## src/rtl/exec_pkg.sv

```systemverilog
// Shared types for the picoMIPS execution sequencer: FSM states, opcode classes
// and the opcode classifier built on the picoMIPS opcode macros.
`ifndef PM_OPCODES_SVH
`define PM_OPCODES_SVH
`define PM_OP_LIR   6'h01
`define PM_OP_ADD   6'h02
`define PM_OP_ADDI  6'h03
`define PM_OP_MUL   6'h04
`define PM_OP_MULI  6'h05
`define PM_OP_WAIT0 6'h06
`define PM_OP_WAIT1 6'h07
`define PM_OP_LSR   6'h08
`endif

package exec_pkg;

  localparam int unsigned OP_W = 6;

  typedef enum logic [1:0] {
    IDLE     = 2'd0,
    EXEC     = 2'd1,
    MUL_WAIT = 2'd2,
    SW_WAIT  = 2'd3
  } state_e;

  typedef enum logic [2:0] {
    C_ALU   = 3'd0,
    C_MUL   = 3'd1,
    C_WAIT0 = 3'd2,
    C_WAIT1 = 3'd3,
    C_LSR   = 3'd4,
    C_BAD   = 3'd5
  } op_class_e;

  function automatic op_class_e classify(input logic [OP_W-1:0] op);
    op_class_e c;
    case (op)
      `PM_OP_LIR, `PM_OP_ADD, `PM_OP_ADDI: c = C_ALU;
      `PM_OP_MUL, `PM_OP_MULI:             c = C_MUL;
      `PM_OP_WAIT0:                        c = C_WAIT0;
      `PM_OP_WAIT1:                        c = C_WAIT1;
      `PM_OP_LSR:                          c = C_LSR;
      default:                             c = C_BAD;
    endcase
    return c;
  endfunction

endpackage

```

## src/rtl/sw_debounce.sv

```systemverilog
// Two-flop synchroniser plus stable-sample counter for one board switch;
// sw_clean flips only after DEB_CYCLES consecutive differing samples.
module sw_debounce #(
  parameter int unsigned DEB_CYCLES = 3
) (
  input  logic clk,
  input  logic reset,
  input  logic sw_raw,
  output logic sw_clean
);

  localparam int unsigned CNT_W = 8;

  logic             sync1_q, sync2_q;
  logic             clean_q, clean_d;
  logic [CNT_W-1:0] cnt_q, cnt_d;

  // Count only while the synchronised level disagrees with the clean level.
  always_comb begin
    cnt_d   = '0;
    clean_d = clean_q;
    if (sync2_q != clean_q) begin
      if (cnt_q == CNT_W'(DEB_CYCLES - 1)) begin
        clean_d = ~clean_q;
      end else begin
        cnt_d = cnt_q + CNT_W'(1);
      end
    end
  end

  always_ff @(posedge clk) begin
    if (reset) begin
      sync1_q <= 1'b0;
      sync2_q <= 1'b0;
      clean_q <= 1'b0;
      cnt_q   <= '0;
    end else begin
      sync1_q <= sw_raw;
      sync2_q <= sync1_q;
      clean_q <= clean_d;
      cnt_q   <= cnt_d;
    end
  end

  assign sw_clean = clean_q;

endmodule

```

## src/rtl/exec_sequencer.sv

```systemverilog
// picoMIPS execution controller: sequences ALU, multi-cycle multiply and
// switch-wait instructions, driving PC advance and register write strobes.
module exec_sequencer
  import exec_pkg::*;
#(
  parameter int unsigned MUL_CYCLES = 4,
  parameter int unsigned DEB_CYCLES = 3,
  parameter int unsigned O_SIZE     = 6
) (
  input  logic              clk,
  input  logic              reset,
  input  logic [O_SIZE-1:0] opcode,
  input  logic              sw8_raw,
  output logic              pc_en,
  output logic              reg_we,
  output logic              alu_start,
  output logic              sw8_clean,
  output logic              busy,
  output logic              illegal
);

  localparam int unsigned MUL_W = 4;

  state_e           state_q, state_d;
  logic [MUL_W-1:0] mul_cnt_q, mul_cnt_d;
  logic             illegal_q, illegal_d;
  op_class_e        op_class;
  logic             cond;

  sw_debounce #(.DEB_CYCLES(DEB_CYCLES)) u_sw8_debounce (
    .clk      (clk),
    .reset    (reset),
    .sw_raw   (sw8_raw),
    .sw_clean (sw8_clean)
  );

  assign op_class = classify(OP_W'(opcode));
  // Wait conditions read the registered clean level, so a same-cycle toggle is seen.
  assign cond     = (op_class == C_WAIT0) ? ~sw8_clean : sw8_clean;

  always_comb begin
    state_d   = state_q;
    mul_cnt_d = mul_cnt_q;
    illegal_d = illegal_q;
    pc_en     = 1'b0;
    reg_we    = 1'b0;
    alu_start = 1'b0;
    busy      = 1'b0;
    case (state_q)
      IDLE: state_d = EXEC;
      EXEC: begin
        case (op_class)
          C_ALU: begin
            pc_en  = 1'b1;
            reg_we = 1'b1;
          end
          C_MUL: begin
            alu_start = 1'b1;
            if (MUL_CYCLES == 1) begin
              pc_en  = 1'b1;
              reg_we = 1'b1;
            end else begin
              mul_cnt_d = MUL_W'(MUL_CYCLES - 1);
              state_d   = MUL_WAIT;
            end
          end
          C_WAIT0, C_WAIT1, C_LSR: begin
            if (cond) begin
              pc_en  = 1'b1;
              reg_we = (op_class == C_LSR);
            end else begin
              state_d = SW_WAIT;
            end
          end
          default: begin
            illegal_d = 1'b1;
            pc_en     = 1'b1;
          end
        endcase
      end
      MUL_WAIT: begin
        busy      = 1'b1;
        mul_cnt_d = mul_cnt_q - MUL_W'(1);
        if (mul_cnt_q == MUL_W'(1)) begin
          pc_en   = 1'b1;
          reg_we  = 1'b1;
          state_d = EXEC;
        end
      end
      SW_WAIT: begin
        busy = 1'b1;
        if (cond) begin
          pc_en   = 1'b1;
          reg_we  = (op_class == C_LSR);
          state_d = EXEC;
        end
      end
      default: state_d = IDLE;
    endcase
    // Strobes are suppressed while reset is held so an aborted op never commits.
    if (reset) begin
      pc_en     = 1'b0;
      reg_we    = 1'b0;
      alu_start = 1'b0;
      busy      = 1'b0;
    end
  end

  always_ff @(posedge clk) begin
    if (reset) begin
      state_q   <= IDLE;
      mul_cnt_q <= '0;
      illegal_q <= 1'b0;
    end else begin
      state_q   <= state_d;
      mul_cnt_q <= mul_cnt_d;
      illegal_q <= illegal_d;
    end
  end

  assign illegal = illegal_q;

endmodule

```

## config.mk

```make
export PLATFORM = sky130hd
export DESIGN_NAME = exec_sequencer
export DESIGN_NICKNAME = d
export VERILOG_FILES = /design/src/rtl/exec_pkg.sv /design/src/rtl/sw_debounce.sv /design/src/rtl/exec_sequencer.sv
export SDC_FILE = /design/constraint.sdc
export NUM_CORES = 1
export LEC_CHECK = 0
export CORE_ASPECT_RATIO = 1.25
export CORE_UTILIZATION = 50
export CTS_BUF_LIST = sky130_fd_sc_hd__clkbuf_4 sky130_fd_sc_hd__clkbuf_8 sky130_fd_sc_hd__clkbuf_16
export CTS_CLUSTER_DIAMETER = 50
export CTS_CLUSTER_SIZE = 40
export DETAILED_ROUTE_END_ITERATION = 10
export PLACE_DENSITY = 0.78
export SYNTH_ARGS = -nofsm -noshare
export SYNTH_HDL_FRONTEND = slang
export SYNTH_SLANG_ARGS = --single-unit
```

## constraint.sdc

```tcl
create_clock -name clk -period 2.37 [get_ports clk]
set_input_delay 0.474 -clock clk [delete_from_list [all_inputs] [get_ports clk]]
set_output_delay 0.474 -clock clk [all_outputs]
set_load 0.005 [all_outputs]
```

==> key figures <==
Status
  • Outcome: finished with violations
  • Failing checks: negative setup slack

Pwr
  • Power Density: 460 nW/µm²
  • Net switching share of the total power: 22.9%
  • Internal portion of total power: 0.443 mW
  • Fraction of power consumed by sequential logic: 55.1%
  • Gate power share: 12.9%
  • Total Power: 0.575 mW
  • IR Drop Worst-Case VDD: 0.000290 V
  • Leakage Power: 0.499 nW
  • Net switching power of the design: 0.132 mW
  • Proportion of power drawn by the clock network: 32.0%

Critical path
  • Max FO, Critical Path: 3
  • R2r setup slk: 0.50 ns
  • Crit Reg-Reg Startpoint: mul_cnt_q[0]$_SDFFE_PP0P_
  • CP startpoint kind: input pin
  • Critical path type: input pin to primary output
  • Arrival @ worst endpoint: 1.92 ns
  • Crit path required time: 1.90 ns
  • Origin of the worst setup path: opcode[5]
  • CP Capture Type: primary output

Placed design
  • Placed cell count: 151
  • Count of input and output buffers: 14
  • Pre-CTS setup slack: -0.606 ns
  • Final weighted congestion in routability-driven placement: 0.783
  • Placed wire-length estimate: 1610 µm

Logic synthesis
  • Net count of the mapped netlist: 122
  • Cell area after technology mapping: 940 µm²
  • Number of synthesized register bits: 18
  • Sequential fraction of the synthesis area: 38.3%
  • Distinct cell type count after synthesis: 31
  • Cells after synthesis: 109
  • Synth Warn #: 0
  • Syn Area/Cell: 8.62 µm²

Global routing
  • Via count of the first global-routing pass: 833
  • Global-route wire length before repair: 3260 µm
  • Initial antenna violation count: 0
  • Global-route total usage across every layer: 22.8%
  • GRT Residual Overflow: 0
  • Pin count of the biggest net entering global routing: 11

Drt
  • Detailed Routing Iterations Pass 1: 4
  • Residual DRC: 0
  • Total Wirelength: 2190 µm
  • Average vias per placed instance: 5.63
  • Number of antenna-violating nets in the routed design: 0
  • Routed len/inst: 13.8 µm
  • Count of vias placed by the detailed router: 895
  • Iteration-0 DRC count of the detailed router: 17

Floorplan
  • DIE HEIGHT: 50.5 µm
  • Horizontal die dimension: 40.8 µm
  • Number of standard-cell rows in the floorplan: 17
  • Die Area: 2060 µm²
  • Effective utilization at floorplan: 53.2%
  • Core Footprint: 1770 µm²
  • Top-level I/O count: 15

Finish
  • Area occupied by multi-input gates: 566 µm²
  • Post-layout util: 70.8%
  • Layout Area Growth over Synthesis: 33.0%
  • Final cell count without fillers: 159
  • Count of inserted antenna diode cells: 0
  • Filler cell count: 142
  • Layout cells sized above 1: 24.3%
  • Register area: 362 µm²
  • Final Net Count: 154

Clock network
  • Clk root buf: sky130_fd_sc_hd__clkbuf_4
  • Worst skew pair latency: 0.29 ns
  • Clock tree from TritonCTS: done
  • Number of CTS-inserted buffers: 3
  • CTS Hold Buffers Added: 0
  • Number of sinks handled by clock tree synthesis: 18
  • Clock slew at the register clock pins of the worst setup and hold paths: 0.10 ns
  • Maximum level of the CTS H-tree: 1
  • Bufs on Longest Clock Path: 2

STA
  • Largest clock skew in the final design: 0.00725 ns
  • Pins Over Slew Limit: 0
  • Final critical delay including setup and external delays: 2.39 ns
  • Least setup slack across all paths after layout: -0.0220 ns
  • Final hold viol count: 0
  • Worst Max-Slew Pin Slew: 0.491 ns
  • Total Negative Setup Slacks: -0.0220 ns
  • Final setup vio count: 1
  • Setup repair after global routing missed its margin: true
  • Slew margin rel.: 66.8%
  • Max Clock Freq: 418 MHz
  • Final worst-path cycle share: 101%

Worst hold path
  • HP Start: u_sw8_debounce.sync1_q$_SDFF_PP0_
  • Hold Crit Class: register to register

Run
  • Count of maximum capacitance violations: 0
cell families after synthesis:
logic type      synth area share [%]
flops                           38.3
fa+ha+maj                       5.33
xor+xnor                        8.39
buf+inv                         3.59
simple gates                    31.2
compound gates                  13.2
critical path, cell delays in order:
cell and delay [ns]:
sky130_fd_sc_hd__buf_6 0.09, sky130_fd_sc_hd__or4b_4 0.54, sky130_fd_sc_hd__buf_6 0.15, sky130_fd_sc_hd__o311ai_4 0.19, sky130_fd_sc_hd__nor3b_2 0.23, sky130_fd_sc_hd__o32ai_1 0.11
sky130_fd_sc_hd__buf_2 0.14
Yosys cell counts (all sizes together):
master	number	area (µm²)
a211oi	3	22.5
a21oi	6	30.0
a221oi	1	8.76
a22o	1	8.76
and3	2	12.5
and3b	1	8.76
clkbuf	2	7.51
dfxtp	18	360
ha	4	50.1
inv	7	26.3
nand2	6	22.5
nand2b	4	25.0
nand3	7	35.0
nor2	13	48.8
nor2b	3	18.8
nor3	8	45.0
nor3b	2	20.0
nor4	1	12.5
nor4b	2	17.5
o211a	1	10.0
o21ai	2	10.0
o311ai	1	16.3
o32ai	2	17.5
or2	1	6.26
or3	1	6.26
or4b	1	13.8
xnor2	3	26.3
xor2	6	52.6
power groups by stage:
stage	registers (mW)	logic [mW]	clock network [mW]
floorplan	0.322	0.0306	0
global placement	0.323	0.0699	0
detailed placement	0.323	0.0727	0
CTS	0.316	0.0706	0.188
global route	0.318	0.0810	0.199
finish	0.317	0.0743	0.184
final cells by class:
| class | instances | area share, % |
|---|---|---|
| repair buffers | 29 | 18.9 |
| well taps | 19 | 1.90 |
| multi-input cells | 82 | 45.2 |
| clock buffers | 4 | 2.90 |
| inverters | 7 | 2.10 |
| flip-flops and latches | 18 | 28.9 |
flip-flops by register name (all words and copies together), names as in the netlist:
signal                   flops
u_sw8_debounce.sw_clean      1
mul_cnt_q                    4
illegal                      1
u_sw8_debounce.sync2_q       1
state_q                      2
u_sw8_debounce.cnt_q         8
u_sw8_debounce.sync1_q       1
cells in the final DEF, fill, tap and decap left out, types with 2 or more instances in the layout:
cell type                         instances
sky130_fd_sc_hd__a211oi_1                 2
sky130_fd_sc_hd__a21oi_1                  6
sky130_fd_sc_hd__and3_1                   2
sky130_fd_sc_hd__buf_2                    4
sky130_fd_sc_hd__buf_4                   14
sky130_fd_sc_hd__buf_6                    3
sky130_fd_sc_hd__clkbuf_4                 3
sky130_fd_sc_hd__clkdlybuf4s50_1          6
sky130_fd_sc_hd__dfxtp_1                 17
sky130_fd_sc_hd__dlygate4sd2_1            2
sky130_fd_sc_hd__ha_1                     4
sky130_fd_sc_hd__inv_1                    6
sky130_fd_sc_hd__nand2_1                  6
sky130_fd_sc_hd__nand2b_1                 4
sky130_fd_sc_hd__nand3_1                  7
sky130_fd_sc_hd__nor2_1                  13
sky130_fd_sc_hd__nor2b_1                  3
sky130_fd_sc_hd__nor3_1                   7
sky130_fd_sc_hd__nor4b_1                  2
sky130_fd_sc_hd__o21ai_1                  2
sky130_fd_sc_hd__o32ai_1                  2
sky130_fd_sc_hd__xnor2_1                  3
sky130_fd_sc_hd__xor2_1                   6
final timing paths:
path,endpoint,cells past startpoint
max,pc_en,7
min,u_sw8_debounce.sync2_q$_SDFF_PP0_,1
max reg2reg,state_q[1]$_SDFFE_PP0P_,7
min reg2reg,u_sw8_debounce.sync2_q$_SDFF_PP0_,1
layer usage:
layer / vias to the layer above / GRT usage (%) / wire length (µm)
met5: - / 0 / 0
met4: 0 / 8.89 / 48
met3: 6 / 3.98 / 63
met2: 25 / 42.3 / 1170
met1: 416 / 23.0 / 903
li1: 448 / - / -
repair_timing:
item / CTS / global route
setup endpoints to repair: 3 / 2
pin swaps: 4 / 3
setup buffers: 3 / 1
resized for setup: 29 / 4
metrics by stage:
stage	hold slack, ns	cell area (µm²)
3_5_place_dp	0.449	1180
5_1_grt	0.468	1250
2_1_floorplan	0.414	940
4_1_cts	0.465	1220
3_3_place_gp	0.420	1180
6_report	0.462	1250
(Power assumes the default switching activity.)
